## src/rtl/core_pkg.sv

```systemverilog
// Shared decode constants and ALU operation encoding for the RV32I integer slice.
// Imported by fetch, decode_execute, alu and the top level.
package core_pkg;

   localparam logic [31:0] RESET_PC = 32'h0000_0000;
   localparam logic [31:0] PC_STEP  = 32'd4;

   localparam logic [6:0] OPC_OP     = 7'b0110011;
   localparam logic [6:0] OPC_OP_IMM = 7'b0010011;
   localparam logic [6:0] OPC_LUI    = 7'b0110111;
   localparam logic [6:0] OPC_AUIPC  = 7'b0010111;

   localparam logic [2:0] F3_ADD  = 3'b000;
   localparam logic [2:0] F3_SLL  = 3'b001;
   localparam logic [2:0] F3_SLT  = 3'b010;
   localparam logic [2:0] F3_SLTU = 3'b011;
   localparam logic [2:0] F3_XOR  = 3'b100;
   localparam logic [2:0] F3_SR   = 3'b101;
   localparam logic [2:0] F3_OR   = 3'b110;
   localparam logic [2:0] F3_AND  = 3'b111;

   localparam logic [6:0] F7_BASE = 7'b0000000;
   localparam logic [6:0] F7_ALT  = 7'b0100000;

   typedef enum logic [3:0] {
      ALU_ADD,
      ALU_SUB,
      ALU_SLL,
      ALU_SLT,
      ALU_SLTU,
      ALU_XOR,
      ALU_SRL,
      ALU_SRA,
      ALU_OR,
      ALU_AND
   } alu_op_t;

   // alt picks SUB over ADD and SRA over SRL; callers decide when alt is meaningful
   function automatic alu_op_t alu_op_from_f3(input logic [2:0] f3, input logic alt);
      alu_op_t op;
      case (f3)
         F3_ADD:  op = alt ? ALU_SUB : ALU_ADD;
         F3_SLL:  op = ALU_SLL;
         F3_SLT:  op = ALU_SLT;
         F3_SLTU: op = ALU_SLTU;
         F3_XOR:  op = ALU_XOR;
         F3_SR:   op = alt ? ALU_SRA : ALU_SRL;
         F3_OR:   op = ALU_OR;
         default: op = ALU_AND;
      endcase
      return op;
   endfunction

endpackage

```

## src/rtl/alu.sv

```systemverilog
// Combinational 32-bit integer ALU; shifts use only the low five bits of b.
module alu
   import core_pkg::*;
(
   input  logic [31:0] i_a,
   input  logic [31:0] i_b,
   input  alu_op_t     i_op,
   output logic [31:0] o_y
);

   logic [4:0] w_shamt;

   assign w_shamt = i_b[4:0];

   always_comb begin
      o_y = '0;
      case (i_op)
         ALU_ADD:  o_y = i_a + i_b;
         ALU_SUB:  o_y = i_a - i_b;
         ALU_SLL:  o_y = i_a << w_shamt;
         ALU_SLT:  o_y = {31'd0, ($signed(i_a) < $signed(i_b))};
         ALU_SLTU: o_y = {31'd0, (i_a < i_b)};
         ALU_XOR:  o_y = i_a ^ i_b;
         ALU_SRL:  o_y = i_a >> w_shamt;
         ALU_SRA:  o_y = $unsigned($signed(i_a) >>> w_shamt);
         ALU_OR:   o_y = i_a | i_b;
         ALU_AND:  o_y = i_a & i_b;
         default:  o_y = '0;
      endcase
   end

endmodule

```

## src/rtl/decode_execute.sv

```systemverilog
// Decode/execute stage: decodes OP, OP-IMM, LUI and AUIPC, runs the ALU and
// writes the 32x32 register file on the same edge that registers the result.
module decode_execute
   import core_pkg::*;
(
   input  logic        i_clk,
   input  logic        i_rst_n,
   input  logic [31:0] i_instr,
   input  logic [31:0] i_instr_pc,
   output logic [31:0] o_result,
   output logic        o_reg_write_enable,
   output logic [4:0]  o_rd_addr
);

   logic [6:0]  w_opcode;
   logic [4:0]  w_rd;
   logic [2:0]  w_funct3;
   logic [4:0]  w_rs1;
   logic [4:0]  w_rs2;
   logic [6:0]  w_funct7;
   logic [31:0] w_imm_i;
   logic [31:0] w_imm_u;
   logic [31:0] w_rs1_data;
   logic [31:0] w_rs2_data;
   logic [31:0] w_alu_a;
   logic [31:0] w_alu_b;
   logic [31:0] w_alu_y;
   alu_op_t     w_alu_op;
   logic        w_valid;

   logic [31:0] r_regs [0:31];
   logic [31:0] r_result;
   logic        r_we;
   logic [4:0]  r_rd;

   assign w_opcode = i_instr[6:0];
   assign w_rd     = i_instr[11:7];
   assign w_funct3 = i_instr[14:12];
   assign w_rs1    = i_instr[19:15];
   assign w_rs2    = i_instr[24:20];
   assign w_funct7 = i_instr[31:25];
   assign w_imm_i  = {{20{i_instr[31]}}, i_instr[31:20]};
   assign w_imm_u  = {i_instr[31:12], 12'd0};

   // Entry 0 is never written; the read mux supplies the hardwired zero
   assign w_rs1_data = (w_rs1 == 5'd0) ? 32'd0 : r_regs[w_rs1];
   assign w_rs2_data = (w_rs2 == 5'd0) ? 32'd0 : r_regs[w_rs2];

   always_comb begin
      w_valid  = 1'b0;
      w_alu_op = ALU_ADD;
      w_alu_a  = w_rs1_data;
      w_alu_b  = w_rs2_data;
      case (w_opcode)
         OPC_OP: begin
            w_alu_op = alu_op_from_f3(w_funct3, w_funct7[5]);
            w_valid  = (w_funct7 == F7_BASE) ||
                       ((w_funct7 == F7_ALT) && ((w_funct3 == F3_ADD) || (w_funct3 == F3_SR)));
         end
         OPC_OP_IMM: begin
            // Only the right-shift immediates carry an opcode-extension bit
            w_alu_b  = w_imm_i;
            w_alu_op = alu_op_from_f3(w_funct3, (w_funct3 == F3_SR) && w_funct7[5]);
            case (w_funct3)
               F3_SLL:  w_valid = (w_funct7 == F7_BASE);
               F3_SR:   w_valid = (w_funct7 == F7_BASE) || (w_funct7 == F7_ALT);
               default: w_valid = 1'b1;
            endcase
         end
         OPC_LUI: begin
            w_alu_a = 32'd0;
            w_alu_b = w_imm_u;
            w_valid = 1'b1;
         end
         OPC_AUIPC: begin
            w_alu_a = i_instr_pc;
            w_alu_b = w_imm_u;
            w_valid = 1'b1;
         end
         default: w_valid = 1'b0;
      endcase
   end

   alu u_alu (
      .i_a  (w_alu_a),
      .i_b  (w_alu_b),
      .i_op (w_alu_op),
      .o_y  (w_alu_y)
   );

   // Contents survive reset; the reset-cleared instruction is invalid, so no write fires
   always_ff @(posedge i_clk) begin
      if (w_valid && (w_rd != 5'd0)) begin
         r_regs[w_rd] <= w_alu_y;
      end
   end

   always_ff @(posedge i_clk or negedge i_rst_n) begin
      if (!i_rst_n) begin
         r_result <= '0;
         r_we     <= 1'b0;
         r_rd     <= '0;
      end else begin
         r_result <= w_valid ? w_alu_y : 32'd0;
         r_we     <= w_valid;
         r_rd     <= w_valid ? w_rd : 5'd0;
      end
   end

   assign o_result           = r_result;
   assign o_reg_write_enable = r_we;
   assign o_rd_addr          = r_rd;

endmodule

```

## src/rtl/fetch.sv

```systemverilog
// Fetch stage: free-running PC, one instruction word latched per cycle.
// The fetch address travels with the word so AUIPC sees its own address.
module fetch
   import core_pkg::*;
(
   input  logic        i_clk,
   input  logic        i_rst_n,
   input  logic [31:0] i_imem_rdata,
   output logic [31:0] o_imem_addr,
   output logic [31:0] o_pc,
   output logic [31:0] o_instr,
   output logic [31:0] o_instr_pc
);

   logic [31:0] r_pc;
   logic [31:0] r_instr;
   logic [31:0] r_instr_pc;

   always_ff @(posedge i_clk or negedge i_rst_n) begin
      if (!i_rst_n) begin
         r_pc       <= RESET_PC;
         r_instr    <= '0;
         r_instr_pc <= RESET_PC;
      end else begin
         r_pc       <= r_pc + PC_STEP;
         r_instr    <= i_imem_rdata;
         r_instr_pc <= r_pc;
      end
   end

   assign o_imem_addr = r_pc;
   assign o_pc        = r_pc;
   assign o_instr     = r_instr;
   assign o_instr_pc  = r_instr_pc;

endmodule

```

## src/rtl/fetch_decode_execute.sv

```systemverilog
// Two-stage RV32I ALU core slice: fetch feeding decode/execute, no stalls,
// no forwarding needed since write-back lands on the edge that latches the next word.
module fetch_decode_execute
   import core_pkg::*;
(
   input  logic        i_clk,
   input  logic        i_rst_n,
   output logic [31:0] o_imem_addr,
   input  logic [31:0] i_imem_rdata,
   output logic [31:0] o_pc_out,
   output logic [31:0] o_instruction,
   output logic [31:0] o_result,
   output logic        o_reg_write_enable,
   output logic [4:0]  o_rd_addr
);

   logic [31:0] w_instr;
   logic [31:0] w_instr_pc;

   fetch u_fetch (
      .i_clk        (i_clk),
      .i_rst_n      (i_rst_n),
      .i_imem_rdata (i_imem_rdata),
      .o_imem_addr  (o_imem_addr),
      .o_pc         (o_pc_out),
      .o_instr      (w_instr),
      .o_instr_pc   (w_instr_pc)
   );

   decode_execute u_decode_execute (
      .i_clk              (i_clk),
      .i_rst_n            (i_rst_n),
      .i_instr            (w_instr),
      .i_instr_pc         (w_instr_pc),
      .o_result           (o_result),
      .o_reg_write_enable (o_reg_write_enable),
      .o_rd_addr          (o_rd_addr)
   );

   assign o_instruction = w_instr;

endmodule

```

## config.mk

```make
export PLATFORM = sky130hd
export DESIGN_NAME = fetch_decode_execute
export DESIGN_NICKNAME = d
export VERILOG_FILES = /design/src/rtl/core_pkg.sv /design/src/rtl/alu.sv /design/src/rtl/decode_execute.sv /design/src/rtl/fetch.sv /design/src/rtl/fetch_decode_execute.sv
export SDC_FILE = /design/constraint.sdc
export NUM_CORES = 2
export LEC_CHECK = 0
export ABC_AREA = 0
export BUFFER_PORTS_ARGS = -buffer_cell sky130_fd_sc_hd__buf_2
export CAP_MARGIN = 20
export CORE_ASPECT_RATIO = 0.7
export CORE_UTILIZATION = 35
export DETAILED_ROUTE_END_ITERATION = 6
export PLACE_DENSITY = 0.55
export SYNTH_ARGS = -nofsm -noshare
export SYNTH_HDL_FRONTEND = slang
export SYNTH_SLANG_ARGS = --single-unit
```

## constraint.sdc

```tcl
create_clock -name i_clk -period 18.13 [get_ports i_clk]
set_clock_uncertainty 0.05 [all_clocks]
set_input_delay 2.7195 -clock i_clk [delete_from_list [all_inputs] [get_ports i_clk]]
set_output_delay 2.7195 -clock i_clk [all_outputs]
set_load 0.1 [all_outputs]
```

==> impl_metrics.yaml <==
synthesis:
  yosysSeqAreaShare_pct: 55.6
  synthCells: 4075
  yosys_warnings: 0
  synthArstFlopShare_pct: 11.3
  synth_flop_cell: "edfxtp_1"
  yosysTopAreaCell: "edfxtp_1"
  synth.distinct_cells: 92
  synthTopCellsByArea: "edfxtp_1 (50%), mux4_2 (18%), dfrtp_1 (5.3%), mux2i_1 (4.4%), ha_1 (2.1%)"
  synth_top_area_share_pct: 50.2
  syn_avg_cell_area_um2: 15.0
  synth_area_um2: 61200
  ys_seq_elements: 1154
  synth_edf_count: 1024
sta:
  fin_ws_ns: 8.35
  rsz0062_at_grt: "no"
  min_period_ns: 9.78
  finalHoldViolCount: 0
  worst_pin_slew_ns: 1.25
  setup_violations: 0
  fin_setup_tns_ns: 0
  finalCritPeriodShare_pct: 53.9
  hold_ws_ns: 0.413
  maxSlewViolCount: 0
  slew_headroom_pct: 15.5
  fmax_mhz: 102
run:
  drv_cap: 0
place:
  hpwl_um: 172000
  place_inst: 6422
  dpl_cell_area_um2: 65200
  gp_congestion: 1.03
  dpl_worst_slack_ns: 8.41
  numPortBuffers: 163
clocking:
  cts_resized: 0
  cts.htree.levels: 3
  cts.sinks: 1154
  insertion_delay_ns: 0.75
  cts_hold_buf: 0
  cts_tree: "yes"
  cts_root_buf: "clkbuf_16"
  cts_setup_buffers: 0
  clockBufferDepth: 3
  cts_buffers: 108
  clk_pin_slew_ns: 0.06
power_and_ir_drop:
  leakage_nw: 23.9
  ir_drop_uv: 77.7
  power_density_nw_per_um2: 108
  totalPowerFinal_mw: 7.47
finish:
  final_common_cell: "edfxtp_1"
  area_growth_pct: 13.0
  drive_above_1_share_pct: 26.2
  fin_nets: 4358
  regArea_um2: 34000
  final_core_util_pct: 40.1
  n_fill_cell: 15900
  final_cell_mix: "edfxtp_1 (1024), mux4_2 (499), mux2i_1 (266)"
  stdcell_area_um2: 69100
  fin_cells: 6639
  multi_input_area_um2: 25600
grt:
  grt_usage_pct: 29.2
  antenna_found_initial: 16
  grt-ovfl-total: 0
  grt_pass1_vias: 40600
  grt_start_max_net_pins: 103
  grt_pass1_wl_um: 353000
floorplanning:
  die_w_um: 502
  fp.dieArea_um2: 177000
  fp.coreArea_um2: 172000
  die_h_um: 352
  rows: 127
  start_util_pct: 35.5
  top_level_ports: 168
worst_setup_path:
  worstPathRequired_ns: 18.31
  ff2ff_path_depth: 18
  critical_path.max_fanout: 52
  timing.rr.start: "u_fetch.o_instr[21]"
  worstSetupStartpointType: "register"
  worstSetupPathType: "register to register"
  reg2reg_to: "u_decode_execute.r_regs[0][31]"
  cp_slowest_cell: "dfrtp_4"
  critPathMaxStageDelay_ns: 0.94
  cp_cell_sequence: "buf_4, buf_4, buf_4, mux4_2, mux4_2, mux2i_1, o21ai_0, ha_1, nor2b_1, or4_1, a211o_1, and4_1, a211oi_2, o211ai_1, a311oi_1, mux2i_1, a221oi_1, nand2_1"
  cp-end-kind: "register"
  crit_top_cell: "buf_4"
  r2r_slack_ns: 8.35
  cp.arrival_ns: 9.96
routing:
  drt-initial-drc-count: 7230
  routed_wl_um: 261000
  dr.pass1.iters: 6
  ant_nets: 0
  drc: 0
  via_per_inst: 6.57
  via_count: 43600
  wire_per_inst_um: 39.3
hold_path:
  min_path_cells: 0
  worstHoldEndpoint: "u_fetch.o_instr_pc[31]"
  hp-class: "register to register"
  hp-start: "u_fetch.o_imem_addr[31]"
status:
  status: "finished clean"
## synth_stat cells, drive strengths merged (68+ instances only)
cell type,count
mux2i,266
dfrtp,130
o21ai,130
ha,101
edfxtp,1024
nor2,186
buf,170
a22oi,68
clkbuf,174
a21oi,146
mux4,499
inv,108
o211ai,82
nand2,210
## registers in the layout (all words and copies together), names as in the netlist
register,cells
u_fetch.o_instr_pc,30
u_decode_execute.o_reg_write_enable,1
u_decode_execute.o_result,32
u_fetch.o_imem_addr,30
u_decode_execute.o_rd_addr,5
u_fetch.o_instr,32
u_decode_execute.r_regs,1024
## logic make-up after synthesis
kind of cell    Yosys count  synth area share [%]
other cells               1               0.00613
mux                     794                  23.2
flops                  1154                  55.6
simple gates            683                  5.23
compound gates          852                  9.92
buf+inv                 453                  3.40
fa+ha+maj               103                  2.13
xor+xnor                 35                 0.501
## layout make-up
cell class,count,share of cell area [%]
Sequential cell,1154,49.2
Multi-Input combinational cell,2503,37.0
Clock buffer,146,4.34
Tap cell,2322,4.20
Timing Repair Buffer,345,3.55
Clock inverter,53,1.01
Inverter,109,0.592
Antenna cell,7,0.0253
## layer usage
layer	wire length, um	track usage, %	up-vias
met1	112000	43.7	23200
met3	32400	7.95	404
met4	8540	8.85	10
met5	64	0	-
li1	-	-	16900
met2	108000	40.8	3060
## how the worst max path moves through the flow
| stage | start | endpoint | slack, ns | cells after the start |
|---|---|---|---|---|
| 3_3_place_gp | u_fetch.o_instr[21] | u_decode_execute.r_regs[25][27] | 8.34 | 18 |
| 3_5_place_dp | u_fetch.o_instr[21] | u_decode_execute.r_regs[28][25] | 8.41 | 18 |
| 6_report | u_fetch.o_instr[21] | u_decode_execute.r_regs[0][31] | 8.35 | 18 |
| 4_1_cts | u_fetch.o_instr[21] | u_decode_execute.r_regs[19][25] | 8.39 | 18 |
| 5_1_grt | u_fetch.o_instr[21] | u_decode_execute.r_regs[16][31] | 8.03 | 18 |
| 2_1_floorplan | u_fetch.o_instr[20] | u_decode_execute.r_regs[0][10] | 10.15 | 22 |
## power by group
part | switching [mW] | internal [mW]
logic | 1.23 | 0.524
clock network | 1.07 | 1.37
registers | 0.0346 | 3.24
## worst max-delay path: cells and delay by family, from the launching register on
| family | cells | cell delay, ns |
|---|---|---|
| DFF | 1 | 0.94 |
| buffers and inverters | 3 | 2.06 |
| and+or+nand+nor | 4 | 1.51 |
| muxes | 4 | 1.50 |
| adders and majority gates | 1 | 0.54 |
| AOI/OAI and AO/OA | 6 | 2.54 |
No activity file was read; power rests on OpenSTA's default activity.
